[src/rtl/vga_comp_pkg.sv]
// vga_comp_pkg: shared modes, colour constants and rainbow colour mapping for the VGA compositor
package vga_comp_pkg;
    typedef logic [11:0] rgb12;
    typedef enum logic [1:0] {
        MODE_SOLID    = 2'b00,
        MODE_RAINBOW  = 2'b01,
        MODE_BLINK    = 2'b10,
        MODE_DISABLED = 2'b11
    } mode_e;
    localparam rgb12 AXIS_RGB = 12'hF00;
    localparam rgb12 TICK_RGB = 12'h09F;
    localparam rgb12 GRID_RGB = 12'h0F0;
    localparam rgb12 BG_RGB   = 12'h000;
    function automatic rgb12 rainbow_rgb(input logic [6:0] step);
        logic [3:0] f;
        f = step[3:0];
        case (step[6:4])
            3'd0:    rainbow_rgb = {4'hF, f, 4'h0};
            3'd1:    rainbow_rgb = {~f, 4'hF, 4'h0};
            3'd2:    rainbow_rgb = {4'h0, 4'hF, f};
            3'd3:    rainbow_rgb = {4'h0, ~f, 4'hF};
            3'd4:    rainbow_rgb = {f, 4'h0, 4'hF};
            3'd5:    rainbow_rgb = {4'hF, 4'h0, ~f};
            default: rainbow_rgb = AXIS_RGB;
        endcase
    endfunction
endpackage

[src/rtl/vga_rainbow_seq.sv]
// vga_rainbow_seq: 96-step rainbow colour sequencer advanced once per frame
module vga_rainbow_seq
    import vga_comp_pkg::*;
(
    input  logic i_clk,
    input  logic i_rst_n,
    input  logic i_frame_start,
    output rgb12 o_rgb
);
    logic [6:0] r_step;
    logic [6:0] w_next;
    rgb12       r_rgb;
    assign w_next = (r_step == 7'd95) ? 7'd0 : r_step + 7'd1;
    assign o_rgb  = r_rgb;
    always_ff @(posedge i_clk) begin
        if (!i_rst_n) begin
            r_step <= 7'd0;
            r_rgb  <= rainbow_rgb(7'd0);
        end else if (i_frame_start) begin
            r_step <= w_next;
            r_rgb  <= rainbow_rgb(w_next);
        end
    end
endmodule

[src/rtl/vga_layer_compositor.sv]
// vga_layer_compositor: two-stage priority compositor of overlay layers over an axis/tick/grid background
module vga_layer_compositor
    import vga_comp_pkg::*;
#(
    parameter int NUM_LAYERS   = 8,
    parameter int COORD_W      = 12,
    parameter int AXIS_X       = 640,
    parameter int AXIS_Y       = 512,
    parameter int GRID_X       = 80,
    parameter int GRID_Y       = 64,
    parameter int TICK_X       = 20,
    parameter int TICK_Y       = 16,
    parameter int TICK_HALF    = 10,
    parameter int BLINK_FRAMES = 16,
    localparam int AW          = $clog2(NUM_LAYERS + 1)
) (
    input  logic                  i_clk_vga,
    input  logic                  i_reset_n,
    input  logic [COORD_W-1:0]    i_vga_horz_coord,
    input  logic [COORD_W-1:0]    i_vga_vert_coord,
    input  logic                  i_pix_valid,
    input  logic                  i_frame_start,
    input  logic [NUM_LAYERS-1:0] i_layer_req,
    input  logic                  i_cfg_we,
    input  logic [AW-1:0]         i_cfg_addr,
    input  logic [13:0]           i_cfg_data,
    output logic [3:0]            o_vga_red,
    output logic [3:0]            o_vga_green,
    output logic [3:0]            o_vga_blue,
    output logic                  o_pix_valid_out
);
    localparam int BW = $clog2(BLINK_FRAMES + 1);
    typedef logic [COORD_W-1:0] coord_t;
    typedef logic [COORD_W:0]   ext_t;
    mode_e                 r_mode [NUM_LAYERS];
    rgb12                  r_rgb  [NUM_LAYERS];
    logic [2:0]            r_bg_en;
    logic [BW-1:0]         r_blink_cnt;
    logic                  r_blink_on;
    logic                  r_s1_valid;
    logic                  r_s1_axis;
    logic                  r_s1_tick;
    logic                  r_s1_grid;
    logic [NUM_LAYERS-1:0] r_s1_req;
    rgb12                  r_s1_rgb [NUM_LAYERS];
    rgb12                  r_out;
    logic                  r_valid_out;
    rgb12                  w_rainbow;
    ext_t                  w_dx;
    ext_t                  w_dy;
    ext_t                  w_adx;
    ext_t                  w_ady;
    logic                  w_axis;
    logic                  w_tick;
    logic                  w_grid;
    logic [NUM_LAYERS-1:0] w_req;
    rgb12                  w_pix;

    vga_rainbow_seq u_rainbow (
        .i_clk         (i_clk_vga),
        .i_rst_n       (i_reset_n),
        .i_frame_start (i_frame_start),
        .o_rgb         (w_rainbow)
    );

    always_ff @(posedge i_clk_vga) begin
        if (!i_reset_n) begin
            r_bg_en <= 3'b000;
            for (int l = 0; l < NUM_LAYERS; l++) begin
                r_mode[l] <= MODE_DISABLED;
                r_rgb[l]  <= BG_RGB;
            end
        end else if (i_cfg_we) begin
            if (i_cfg_addr == AW'(NUM_LAYERS))
                r_bg_en <= i_cfg_data[2:0];
            for (int l = 0; l < NUM_LAYERS; l++) begin
                if (i_cfg_addr == AW'(l)) begin
                    r_mode[l] <= mode_e'(i_cfg_data[13:12]);
                    r_rgb[l]  <= i_cfg_data[11:0];
                end
            end
        end
    end

    always_ff @(posedge i_clk_vga) begin
        if (!i_reset_n) begin
            r_blink_cnt <= '0;
            r_blink_on  <= 1'b1;
        end else if (i_frame_start) begin
            r_blink_cnt <= (r_blink_cnt == BW'(BLINK_FRAMES - 1)) ? '0 : r_blink_cnt + 1'b1;
            r_blink_on  <= (r_blink_cnt == BW'(BLINK_FRAMES - 1)) ? ~r_blink_on : r_blink_on;
        end
    end

    // Distances use one extra bit so coordinates left of / above the axis do not wrap.
    assign w_dx   = {1'b0, i_vga_horz_coord} - ext_t'(AXIS_X);
    assign w_dy   = {1'b0, i_vga_vert_coord} - ext_t'(AXIS_Y);
    assign w_adx  = w_dx[COORD_W] ? -w_dx : w_dx;
    assign w_ady  = w_dy[COORD_W] ? -w_dy : w_dy;
    assign w_axis = (i_vga_horz_coord == coord_t'(AXIS_X)) || (i_vga_vert_coord == coord_t'(AXIS_Y));
    assign w_tick = ((i_vga_horz_coord % coord_t'(TICK_X)) == '0 && w_ady < ext_t'(TICK_HALF)) ||
                    ((i_vga_vert_coord % coord_t'(TICK_Y)) == '0 && w_adx < ext_t'(TICK_HALF));
    assign w_grid = ((i_vga_horz_coord % coord_t'(GRID_X)) == '0) ||
                    ((i_vga_vert_coord % coord_t'(GRID_Y)) == '0);

    always_comb begin
        w_req = '0;
        for (int l = 0; l < NUM_LAYERS; l++)
            w_req[l] = i_layer_req[l] && r_mode[l] != MODE_DISABLED && (r_mode[l] != MODE_BLINK || r_blink_on);
    end

    always_ff @(posedge i_clk_vga) begin
        if (!i_reset_n) begin
            r_s1_valid <= 1'b0;
            r_s1_axis  <= 1'b0;
            r_s1_tick  <= 1'b0;
            r_s1_grid  <= 1'b0;
            r_s1_req   <= '0;
            for (int l = 0; l < NUM_LAYERS; l++)
                r_s1_rgb[l] <= BG_RGB;
        end else begin
            r_s1_valid <= i_pix_valid;
            r_s1_axis  <= w_axis && r_bg_en[0];
            r_s1_tick  <= w_tick && r_bg_en[1];
            r_s1_grid  <= w_grid && r_bg_en[2];
            r_s1_req   <= w_req;
            for (int l = 0; l < NUM_LAYERS; l++)
                r_s1_rgb[l] <= (r_mode[l] == MODE_RAINBOW) ? w_rainbow : r_rgb[l];
        end
    end

    always_comb begin
        w_pix = r_s1_axis ? AXIS_RGB : r_s1_tick ? TICK_RGB : r_s1_grid ? GRID_RGB : BG_RGB;
        for (int l = NUM_LAYERS - 1; l >= 0; l--)
            w_pix = r_s1_req[l] ? r_s1_rgb[l] : w_pix;
    end

    always_ff @(posedge i_clk_vga) begin
        if (!i_reset_n) begin
            r_out       <= BG_RGB;
            r_valid_out <= 1'b0;
        end else begin
            r_out       <= r_s1_valid ? w_pix : BG_RGB;
            r_valid_out <= r_s1_valid;
        end
    end

    assign o_vga_red       = r_out[11:8];
    assign o_vga_green     = r_out[7:4];
    assign o_vga_blue      = r_out[3:0];
    assign o_pix_valid_out = r_valid_out;
endmodule

[config.mk]
export PLATFORM = sky130hd
export DESIGN_NAME = vga_layer_compositor
export DESIGN_NICKNAME = d
export VERILOG_FILES = /design/src/rtl/vga_comp_pkg.sv /design/src/rtl/vga_rainbow_seq.sv /design/src/rtl/vga_layer_compositor.sv
export SDC_FILE = /design/constraint.sdc
export NUM_CORES = 1
export LEC_CHECK = 0
export CAP_MARGIN = 20
export CELL_PAD_IN_SITES_DETAIL_PLACEMENT = 1
export CELL_PAD_IN_SITES_GLOBAL_PLACEMENT = 2
export CORE_ASPECT_RATIO = 0.6
export CORE_MARGIN = 2
export CORE_UTILIZATION = 41
export DETAILED_ROUTE_END_ITERATION = 7
export GPL_TIMING_DRIVEN = 0
export PLACE_DENSITY_LB_ADDON = 0.1
export SYNTH_ARGS = -nofsm -noshare
export SYNTH_HDL_FRONTEND = slang
export SYNTH_SLANG_ARGS = --single-unit
[constraint.sdc]
create_clock -name i_clk_vga -period 12.05 [get_ports i_clk_vga]
set_clock_uncertainty 0.15 [all_clocks]
set_input_delay 2.41 -clock i_clk_vga [delete_from_list [all_inputs] [get_ports i_clk_vga]]
set_output_delay 2.41 -clock i_clk_vga [all_outputs]
set_load 0.01 [all_outputs]
==> flow_summary.json <==
{
  "status": "finished, final reports clean",
  "pre_cts_ws_ns": 5.00,
  "pin_count": 68,
  "finalCritPeriodShare": 0.551,
  "setup-tns-final_ns": 0,
  "tritoncts": "done",
  "drv_cap": 0,
  "wl_per_cell_um": 22.9,
  "avgViaCountPerCell": 5.60,
  "vdd_ir_drop_max_v": 0.000103,
  "place_hpwl_um": 31400,
  "drt-total-wl_um": 43900,
  "synth_ff_type": "dfxtp_1",
  "cpLargestDelayFamily": "compound AO/OA/AOI/OAI gates",
  "first_pass_iters": 5,
  "synth_most_common_cell": "nand2_1",
  "clkTransAtPathRegs_ns": 0.07,
  "insertion_delay_ns": 0.54,
  "cts_root_buffer": "clkbuf_16",
  "crit_fanout": 10,
  "crit_type": "primary input to flip-flop",
  "vias": 10700,
  "synthTopCellsByArea": "edfxtp_1 (27%), dfxtp_1 (24%), nand2_1 (8.9%)",
  "synth_edf_count": 112,
  "seq_power_share": 0.473,
  "grt_max_degree": 16,
  "p_int_uw": 1550,
  "cts_resized": 0,
  "antenna_found_initial": 3,
  "syn_area_per_cell_um2": 8.90,
  "synth_largest_area_cell": "edfxtp_1",
  "whs_ns": 0.315,
  "grtUsageTotal": 0.273,
  "fmax_mhz": 151,
  "hold_class": "flip-flop to flip-flop",
  "die_h_um": 139,
  "startpoint_type": "primary input",
  "path_cells": "clkdlybuf4s50_1 > buf_2 > inv_1 > ha_1 > nand2b_1 > buf_6 > buf_2 > o211ai_1 > and4_1 > o211a_1 > o211a_1 > buf_6 > a22oi_1 > a21oi_1 > o32ai_2 > o211ai_1 > o31a_1 > o32ai_1 > a21oi_1 > o21ai_1",
  "end_kind": "flip-flop",
  "worst-endpoint-required_ns": 12.36,
  "antenna_left": 0,
  "hold_buffers": 0,
  "rrSetupSlack_ns": 8.72,
  "post-route-drc-count": 0,
  "cp.arrival_ns": 6.94,
  "hold-path-cell-count": 2,
  "clock_path_buffers": 3,
  "netlist_instances": 1401,
  "ys_warn_count": 0,
  "grt_pass1_wl_um": 65700,
  "ys_seq_elements": 261,
  "r2r-end": "r_out[5]$_SDFF_PN0_",
  "postCtsSetupRepairBufs": 0,
  "drive_above_1_share": 0.0544,
  "synth_top_area_share": 0.270,
  "power_switching_uw": 564,
  "rr_worst_depth": 13,
  "tightest_slew_ns": 1.13,
  "path_depth": 20,
  "critPathSlowestCell": "clkdlybuf4s50_1",
  "num-nets-final": 1553,
  "async_flop_share": 0,
  "clkPwrFrac": 0.392,
  "initial_utilization": 0.417,
  "core-area_mm2": 0.0299,
  "seq_area_frac_synth": 0.509,
  "crit_start": "i_vga_horz_coord[8]",
  "num_antenna_cells": 0,
  "synth_commonest_cells": "nand2_1 (297), dfxtp_1 (149), nor2_1 (147)",
  "syn_nets": 1464,
  "timing.rr.start": "r_s1_req[7]$_SDFF_PN0_",
  "crit_end": "r_s1_tick$_SDFF_PN0_",
  "grt_overflow": 0,
  "grt_pass1_vias": 10800,
  "slew_violations": 0,
  "timing.final.ws_setup_ns": 5.42,
  "clock_sinks": 261,
  "synthToLayoutAreaGrowth_pct": 16.0,
  "die_x_um": 229,
  "io_buffer_count": 62,
  "die_area_mm2": 0.0319,
  "drtIter0Drc": 832,
  "setup-violations-final": 0,
  "p_per_area_mw_per_mm2": 146,
  "rsz0062_at_grt": "false",
  "h-tree-depth": 1,
  "cts_buffers": 25,
  "finalHoldViolCount": 0,
  "fin_crit_ns": 6.63,
  "rows": 49,
  "netSwitchingFraction": 0.267,
  "cellLeakagePower_uw": 0.00540,
  "pwr-share-comb": 0.136,
  "syn_area_mm2": 0.0125,
  "path_buf_inv": 6,
  "max_stage_delay_ns": 0.60,
  "gp_congestion": 0.945,
  "max_slew_margin": 0.244,
  "yosys.cell_types.count": 78
}
-- cell usage in the layout, fill, tap and decap left out, types with 7 or more instances in the layout --
master / count
nand2_1: 297
dfxtp_1: 149
nor2_1: 147
edfxtp_1: 112
a21boi_0: 100
a21oi_1: 86
clkbuf_1: 78
o21ai_0: 63
clkdlybuf4s50_1: 62
inv_1: 37
mux2i_1: 33
clkbuf_16: 29
nand3_1: 25
nand2b_1: 25
nor2b_1: 23
and3_1: 16
xnor2_1: 14
nand4_1: 13
nor3_1: 12
and2_1: 12
ha_1: 8
o22ai_1: 7
o211a_1: 7
-- routing by layer --
| layer | vias to the layer above | part of all wire | GRT usage |
|---|---|---|---|
| li1 | 5014 | - | - |
| met2 | 275 | 0.40 | 0.387 |
| met4 | 0 | 0.027 | 0.0670 |
| met5 | - | 0 | 0 |
| met1 | 5372 | 0.49 | 0.413 |
| met3 | 70 | 0.076 | 0.0668 |
-- per-stage QoR --
stage | total power (µW) | instances | utilization | cell area (µm²)
after floorplan | 1180 | 1401 | - | 12500
after global placement | 1290 | 1871 | 0.454 | 13600
after detailed placement | 1300 | 1871 | 0.455 | 13600
after CTS | 2110 | 1916 | 0.483 | 14500
after global routing | 2180 | 1916 | 0.483 | 14500
final | 2110 | 1916 | 0.483 | 14500
-- power by group through the flow --
stage / Sequential [µW] / Combinational [µW] / Clock (µW)
2_1_floorplan: 1010 / 173 / 0
3_3_place_gp: 1010 / 274 / 0
3_5_place_dp: 1020 / 280 / 0
4_1_cts: 997 / 282 / 834
5_1_grt: 1000 / 312 / 869
6_report: 997 / 286 / 826
-- cells by family after synthesis --
logic type                 count (synthesis)  synth area share
adders and majority gates                  8           0.00803
AOI/OAI and AO/OA                        340             0.181
buffers and inverters                    135            0.0458
DFF                                      261             0.509
xor gates and xnor gates                  20            0.0141
muxes                                     34            0.0274
and+or+nand+nor                          603             0.214
-- worst register-to-register path: cells and delay by family (launching register included) --
kind / cells / cell delay (ns)
AND/OR/NAND/NOR: 5 / 1.30
AO/OA/AOI/OAI: 6 / 1.05
flip-flops: 1 / 0.40
multiplexers: 2 / 0.38
-- flip-flops by register name, indices dropped and copies added (netlist names) --
| signal | cells |
|---|---|
| r_mode | 16 |
| r_s1_req | 8 |
| r_s1_rgb | 96 |
| r_s1_grid | 1 |
| r_out | 12 |
| r_s1_tick | 1 |
| u_rainbow.o_rgb | 12 |
| r_blink_cnt | 5 |
| o_pix_valid_out | 1 |
| u_rainbow.r_step | 7 |
| r_bg_en | 3 |
| r_s1_axis | 1 |
| r_blink_on | 1 |
| r_rgb | 96 |
| r_s1_valid | 1 |
-- how the worst min path moves through the flow --
| stage | startpoint | endpoint | slack (ns) |
|---|---|---|---|
| after global routing | r_bg_en[2]$_SDFFE_PN0P_ | r_s1_grid$_SDFF_PN0_ | 0.34 |
| after global placement | r_bg_en[2]$_SDFFE_PN0P_ | r_s1_grid$_SDFF_PN0_ | 0.31 |
| after floorplan | r_bg_en[2]$_SDFFE_PN0P_ | r_s1_grid$_SDFF_PN0_ | 0.26 |
| final | r_bg_en[2]$_SDFFE_PN0P_ | r_s1_grid$_SDFF_PN0_ | 0.31 |
| after CTS | r_bg_en[2]$_SDFFE_PN0P_ | r_s1_grid$_SDFF_PN0_ | 0.32 |
| after detailed placement | r_s1_rgb[0][3]$_SDFF_PN0_ | r_out[3]$_SDFF_PN0_ | 0.31 |
-- area by class of cell --
class / count / area, µm²
Clock buffer: 37 / 816
Inverter: 38 / 143
Clock inverter: 8 / 45.0
Multi-Input combinational cell: 1005 / 5550
Fill cell: 3544 / 15500
Buffer: 97 / 428
Tap cell: 408 / 510
Sequential cell: 261 / 6350
Timing Repair Buffer: 62 / 621
(Power assumes the default switching activity.)
